[src/rtl/z80_snoop_pkg.sv]
// Shared types and constants for the Z80 I/O write snooper.
// Build macro Z80_SNOOP_TSTAMP_EN adds a 16-bit timestamp field to every queued entry.
package z80_snoop_pkg;

  localparam int BUSY_TIMEOUT = 16;

  typedef enum logic [2:0] {
    IDLE,
    HOLDOFF,
    REQ,
    WAIT_BUSY,
    WAIT_DONE
  } refresh_state_t;

  typedef struct packed {
`ifdef Z80_SNOOP_TSTAMP_EN
    logic [15:0] tstamp;
`endif
    logic [7:0]  addr;
    logic [7:0]  data;
  } snoop_entry_t;

  localparam int ENTRY_W = $bits(snoop_entry_t);

endpackage

[src/rtl/snoop_fifo.sv]
// snoop_fifo: generic single-clock show-ahead FIFO with occupancy output.
// The head word is presented combinationally; a push into a full FIFO is accepted only
// when a pop happens in the same cycle.
module snoop_fifo #(
  parameter int WIDTH = 16,
  parameter int DEPTH = 8
) (
  input  logic                     clk,
  input  logic                     rst_n,
  input  logic                     push,
  input  logic [WIDTH-1:0]         push_data,
  input  logic                     pop,
  output logic [WIDTH-1:0]         pop_data,
  output logic                     valid,
  output logic                     full,
  output logic [$clog2(DEPTH):0]   level
);

  localparam int AW = $clog2(DEPTH);
  localparam int LW = AW + 1;

  logic [WIDTH-1:0] mem [DEPTH];
  logic [AW-1:0]    wr_ptr;
  logic [AW-1:0]    rd_ptr;
  logic [LW-1:0]    count;
  logic             pop_ok;
  logic             push_ok;

  assign valid    = (count != '0);
  assign full     = (count == LW'(DEPTH));
  assign level    = count;
  assign pop_data = mem[rd_ptr];
  assign pop_ok   = pop & valid;
  assign push_ok  = push & (~full | pop_ok);

  // Pointer and occupancy bookkeeping; pointers wrap naturally since DEPTH is a power of two.
  always_ff @(posedge clk) begin
    if (!rst_n) begin
      wr_ptr <= '0;
      rd_ptr <= '0;
      count  <= '0;
    end else begin
      if (push_ok) wr_ptr <= wr_ptr + 1'b1;
      if (pop_ok)  rd_ptr <= rd_ptr + 1'b1;
      case ({push_ok, pop_ok})
        2'b10:   count <= count + 1'b1;
        2'b01:   count <= count - 1'b1;
        default: count <= count;
      endcase
    end
  end

  // Storage array; contents need no reset because the pointers define what is live.
  always_ff @(posedge clk) begin
    if (push_ok) mem[wr_ptr] <= push_data;
  end

endmodule

[src/rtl/z80_io_snoop.sv]
// z80_io_snoop: watches Z80 I/O write cycles, queues matching (port, data) pairs and
// schedules coalesced one-cycle refresh pulses towards the OLED controller.
// Build macro Z80_SNOOP_TSTAMP_EN adds the rd_tstamp port and a free-running cycle counter.
module z80_io_snoop
  import z80_snoop_pkg::*;
#(
  parameter logic [7:0] PORT_BASE       = 8'h10,
  parameter logic [7:0] PORT_MASK       = 8'hF0,
  parameter int         FIFO_DEPTH      = 8,
  parameter int         SYNC_STAGES     = 2,
  parameter int         REFRESH_HOLDOFF = 1000
) (
  input  logic                          clk,
  input  logic                          rst_n,
  input  logic                          iorq_n,
  input  logic                          wr_n,
  input  logic                          m1_n,
  input  logic [7:0]                    addr,
  input  logic [7:0]                    data,
  output logic                          rd_valid,
  input  logic                          rd_ready,
  output logic [7:0]                    rd_addr,
  output logic [7:0]                    rd_data,
`ifdef Z80_SNOOP_TSTAMP_EN
  output logic [15:0]                   rd_tstamp,
`endif
  output logic [$clog2(FIFO_DEPTH):0]   level,
  output logic                          overflow,
  output logic                          refresh,
  input  logic                          busy
);

  localparam int HW = (REFRESH_HOLDOFF > 2) ? $clog2(REFRESH_HOLDOFF) : 1;
  localparam logic [HW-1:0] HOLD_LAST = HW'(REFRESH_HOLDOFF - 1);
  localparam int TW = $clog2(BUSY_TIMEOUT);
  localparam logic [TW-1:0] TMO_LAST = TW'(BUSY_TIMEOUT - 1);

  logic [SYNC_STAGES-1:0] wr_sync;
  logic [SYNC_STAGES-1:0] iorq_sync;
  logic [SYNC_STAGES-1:0] m1_sync;
  logic [7:0]             addr_sync [SYNC_STAGES];
  logic [7:0]             data_sync [SYNC_STAGES];

  logic       wr_s;
  logic       iorq_s;
  logic       m1_s;
  logic [7:0] addr_s;
  logic [7:0] data_s;
  logic       wr_prev;
  logic       io_write;
  logic       port_match;

  snoop_entry_t        cap_entry;
  logic                cap_valid;
  logic [ENTRY_W-1:0]  head_bits;
  snoop_entry_t        head;
  logic                full;
  logic                pop;

  refresh_state_t state;
  logic           dirty;
  logic [HW-1:0]  hold_cnt;
  logic [TW-1:0]  tmo_cnt;

`ifdef Z80_SNOOP_TSTAMP_EN
  logic [15:0] tstamp_cnt;
`endif

  assign wr_s   = wr_sync[SYNC_STAGES-1];
  assign iorq_s = iorq_sync[SYNC_STAGES-1];
  assign m1_s   = m1_sync[SYNC_STAGES-1];
  assign addr_s = addr_sync[SYNC_STAGES-1];
  assign data_s = data_sync[SYNC_STAGES-1];

  // The falling edge of the synchronized WR strobe marks exactly one write per pulse;
  // M1 low together with IORQ is an interrupt acknowledge and never counts.
  assign io_write   = wr_prev & ~wr_s & ~iorq_s & m1_s;
  assign port_match = ((addr_s & PORT_MASK) == (PORT_BASE & PORT_MASK));

  // Bring every asynchronous bus input into the clk domain; reset parks the chains at bus-idle ones.
  always_ff @(posedge clk) begin
    if (!rst_n) begin
      wr_sync   <= '1;
      iorq_sync <= '1;
      m1_sync   <= '1;
      for (int i = 0; i < SYNC_STAGES; i++) begin
        addr_sync[i] <= '1;
        data_sync[i] <= '1;
      end
    end else begin
      wr_sync   <= {wr_sync[SYNC_STAGES-2:0], wr_n};
      iorq_sync <= {iorq_sync[SYNC_STAGES-2:0], iorq_n};
      m1_sync   <= {m1_sync[SYNC_STAGES-2:0], m1_n};
      for (int i = SYNC_STAGES - 1; i > 0; i--) begin
        addr_sync[i] <= addr_sync[i-1];
        data_sync[i] <= data_sync[i-1];
      end
      addr_sync[0] <= addr;
      data_sync[0] <= data;
    end
  end

`ifdef Z80_SNOOP_TSTAMP_EN
  // Free-running cycle counter used to stamp each detected write.
  always_ff @(posedge clk) begin
    if (!rst_n) tstamp_cnt <= '0;
    else        tstamp_cnt <= tstamp_cnt + 1'b1;
  end
`endif

  // Register the detected write together with the address/data seen on the detection cycle.
  always_ff @(posedge clk) begin
    if (!rst_n) begin
      wr_prev   <= 1'b1;
      cap_valid <= 1'b0;
      cap_entry <= '0;
    end else begin
      wr_prev        <= wr_s;
      cap_valid      <= io_write & port_match;
      cap_entry.addr <= addr_s;
      cap_entry.data <= data_s;
`ifdef Z80_SNOOP_TSTAMP_EN
      cap_entry.tstamp <= tstamp_cnt;
`endif
    end
  end

  assign pop = rd_valid & rd_ready;

  snoop_fifo #(
    .WIDTH (ENTRY_W),
    .DEPTH (FIFO_DEPTH)
  ) u_fifo (
    .clk       (clk),
    .rst_n     (rst_n),
    .push      (cap_valid),
    .push_data (cap_entry),
    .pop       (pop),
    .pop_data  (head_bits),
    .valid     (rd_valid),
    .full      (full),
    .level     (level)
  );

  assign head    = snoop_entry_t'(head_bits);
  assign rd_addr = head.addr;
  assign rd_data = head.data;
`ifdef Z80_SNOOP_TSTAMP_EN
  assign rd_tstamp = head.tstamp;
`endif

  // Sticky flag for a matched write that found the queue full with nothing leaving.
  always_ff @(posedge clk) begin
    if (!rst_n)                          overflow <= 1'b0;
    else if (cap_valid & full & ~pop)    overflow <= 1'b1;
  end

  // Refresh scheduler: coalesce writes for a fixed holdoff, request once the controller is free,
  // then track its busy handshake so only one refresh is ever outstanding.
  always_ff @(posedge clk) begin
    if (!rst_n) begin
      state    <= IDLE;
      dirty    <= 1'b0;
      hold_cnt <= '0;
      tmo_cnt  <= '0;
      refresh  <= 1'b0;
    end else begin
      refresh <= 1'b0;
      if (cap_valid)                    dirty <= 1'b1;
      else if (state == REQ && !busy)   dirty <= 1'b0;
      case (state)
        IDLE: begin
          if (dirty) begin
            state    <= HOLDOFF;
            hold_cnt <= '0;
          end
        end
        HOLDOFF: begin
          if (hold_cnt == HOLD_LAST) state    <= REQ;
          else                       hold_cnt <= hold_cnt + 1'b1;
        end
        REQ: begin
          if (!busy) begin
            refresh <= 1'b1;
            tmo_cnt <= '0;
            state   <= WAIT_BUSY;
          end
        end
        WAIT_BUSY: begin
          if (busy)                    state   <= WAIT_DONE;
          else if (tmo_cnt == TMO_LAST) state  <= IDLE;
          else                         tmo_cnt <= tmo_cnt + 1'b1;
        end
        WAIT_DONE: begin
          if (!busy) state <= IDLE;
        end
        default: state <= IDLE;
      endcase
    end
  end

endmodule

[config.mk]
export PLATFORM = sky130hd
export DESIGN_NAME = z80_io_snoop
export DESIGN_NICKNAME = d
export VERILOG_FILES = /design/src/rtl/z80_snoop_pkg.sv /design/src/rtl/snoop_fifo.sv /design/src/rtl/z80_io_snoop.sv
export SDC_FILE = /design/constraint.sdc
export NUM_CORES = 1
export LEC_CHECK = 0
export ABC_CLOCK_PERIOD_IN_PS = 2700
export CORE_MARGIN = 1
export CORE_UTILIZATION = 50
export DETAILED_ROUTE_END_ITERATION = 8
export PLACE_DENSITY = 0.68
export RECOVER_POWER = 25
export SLEW_MARGIN = 0
export SYNTH_ARGS = -nofsm -noshare
export SYNTH_HDL_FRONTEND = slang
export SYNTH_SLANG_ARGS = --single-unit
[constraint.sdc]
create_clock -name clk -period 2.7 [get_ports clk]
set_clock_uncertainty 0.05 [all_clocks]
set_input_delay 0.405 -clock clk [delete_from_list [all_inputs] [get_ports clk]]
set_output_delay 0.405 -clock clk [all_outputs]
set_load 0.01 [all_outputs]
==> out/metrics.yaml <==
cp.required_ns: 2.25
nFillCells: 1164
chipHeight_um: 129
seqPwrFrac: 0.524
cts_tree: "done"
min_from: "rst_n"
synth_nets: 548
dieArea_mm2: 0.0167
vias: 4233
seq_area_mm2: 0.00563
synth_top_area_cell: "edfxtp_1"
die_x_um: 129
row_count: 46
path_buf_inv: 2
initial_core_util: 0.511
final_antenna_net_count: 0
run_status: "complete, no violations"
relSlewSlack: 0.648
antenna_found_initial: 0
finalSetupViolCount: 0
tns_ns: 0
path_delay_family: "multiplexers"
htreeDepth: 1
fmax_ghz: 0.383
critPathKind: "flop to output pin"
switching_share: 0.197
slowest_delay_ns: 0.52
drc_errors: 0
cts.clk_slew.worst_paths_ns: 0.06
arrival_ns: 2.15
clock_power_share: 0.432
multi_input_area_mm2: 0.00231
ys_types: 53
drt_pass1_iterations: 4
ys_seq_area_frac: 0.696
combPwrFrac: 0.045
grt-ovfl-total: 0
crit_fanout: 14
hold_path_class: "input port to flop"
p_int_mw: 5.56
r2r-start: "u_fifo.level[3]"
vias_per_cell: 5.23
p_total_mw: 6.92
io_pins: 46
p_per_area_mw_per_mm2: 724
wl_um: 13500
place_congestion: 0.795
cts.hold.buffers_added: 0
period_minus_slack_ns: 2.61
yosys-top-cells-area: "edfxtp_1 48%, dfxtp_1 22%, mux4_2 8.9%"
grt_usage: 0.171
grt_start_max_net_pins: 61
avgSynthCellArea_um2: 15.5
cts.sinks: 217
cts_inserted_buffers: 22
floorplan.core_area_mm2: 0.0158
cts_setup_buffers: 0
fin_crit_sh: 0.966
post_cts_resized: 16
synth_top_cell_area_share: 0.475
max_cap_viol_count: 0
grt_pass1_vias: 4258
drt-initial-drc-count: 327
rsz0062_at_grt: "false"
nets: 606
ir_drop_uv: 493
wl_per_cell_um: 16.7
clockBufferDepth: 3
worstSkewPairLatency_ns: 0.49
crit_path_start_kind: "flop"
worstMarginPinSlew_ns: 0.528
yosys_register_bits: 217
reg2reg_setup_slack_ns: 0.48
yosysWarnings: 0
dp_hpwl_um: 8280
finalHoldViolCount: 0
cp_cell_sequence: "buf_12 -> mux4_2 -> mux2_2 -> dlygate4sd2_1"
n_antenna_cell: 0
clockRootBuffer: "clkbuf_16"
synth_cells: 520
port_buffers: 45
grt_pass1_wl_um: 21900
area_growth_pct: 18.2
p_leak_nw: 3.25
critPathSlowestCell: "mux4_2"
maxSlewViolCount: 0
switchingPower_mw: 1.36
synth-edff-count: 128
drive_gt1_frac: 0.184
async_flop_share: 0
ys.flop_type: "edfxtp_1"
synthesis.area_mm2: 0.00809
cp-end-kind: "output pin"
-- area by class of cell --
type | count | share of cell area
inverters | 6 | 0.00236
clock inverters | 11 | 0.0105
flip-flops and latches | 217 | 0.589
clock buffers | 29 | 0.0657
multi-input cells | 269 | 0.241
repair buffers | 62 | 0.0631
well taps | 216 | 0.0283
-- power groups by stage --
stage	clock, mW	sequential [mW]	combinational (mW)
after CTS	3.06	3.62	0.316
after detailed placement	0	3.70	0.324
after global placement	0	3.69	0.318
after floorplan	0	3.66	0.236
final	2.99	3.62	0.310
after global routing	3.19	3.63	0.343
-- final timing paths --
check               endpoint  cells past startpoint
min                  wr_prev                      2
min reg2reg     iorq_sync[1]                      1
max               rd_data[7]                      4
max reg2reg  u_fifo.level[1]                      7
-- Yosys cell counts (all sizes together), types with 2 or more instances --
cell type / instances
a22oi: 2
and2: 19
dfxtp: 89
edfxtp: 128
xnor2: 2
or4: 5
nor2b: 2
mux4: 32
inv: 6
or4b: 2
o211ai: 6
nand2: 20
nor2: 25
nand3: 9
nor3: 8
xor2: 3
or3: 3
buf: 16
o31a: 2
clkbuf: 12
a21oi: 12
or2: 2
nand4: 7
ha: 5
mux2: 16
nand2b: 47
mux2i: 5
nor4b: 2
o21ai: 16
-- sequential cells by signal, indices dropped and copies added (netlist names), 4 cells and up, named ones only --
signal,cells
tmo_cnt,4
u_fifo.level,4
u_fifo.mem,128
data_sync,16
addr_sync,16
hold_cnt,10
cap_entry,16
-- routing by layer --
layer  GRT usage  up-vias  share of wire
met5           0        -              0
li1            -     2068              -
met4      0.0526        0          0.018
met1       0.231     2032           0.44
met2       0.287      114           0.49
met3      0.0281       19          0.054
-- kinds of logic (layout without fill, tap and decap cells) --
group / after synthesis / after routing / share of synthesized area
DFF: 217 / 217 / 0.696
muxes: 53 / 53 / 0.118
AOI/OAI and AO/OA: 48 / 48 / 0.0396
buffers and inverters: 34 / 108 / 0.0203
xor gates and xnor gates: 5 / 5 / 0.00542
and+or+nand+nor: 158 / 158 / 0.114
adders and majority gates: 5 / 5 / 0.00774
-- per-stage QoR --
step,setup WS (ns),hold WS [ns],cells,util,cell area (um2)
final,0.0924,0.158,810,0.604,9560
after detailed placement,0.249,0.342,770,0.559,8850
after floorplan,0.165,0.323,520,-,8090
after global placement,0.323,0.338,770,0.559,8850
after CTS,0.0490,0.145,810,0.604,9560
after global routing,0.0122,0.163,810,0.604,9560
-- cell usage in the layout, fill, tap and decap left out, types with 13 or more instances in the layout --
| master | n |
|---|---|
| clkbuf_16 | 23 |
| mux4_2 | 32 |
| and2_1 | 19 |
| mux2_2 | 16 |
| dfxtp_1 | 88 |
| buf_4 | 13 |
| clkdlybuf4s50_1 | 28 |
| nand2_1 | 20 |
| nand2b_1 | 47 |
| nor2_1 | 24 |
| o21ai_0 | 14 |
| edfxtp_1 | 128 |
| dlygate4sd2_1 | 16 |
Note: power is estimated with default switching activity, not from simulation.
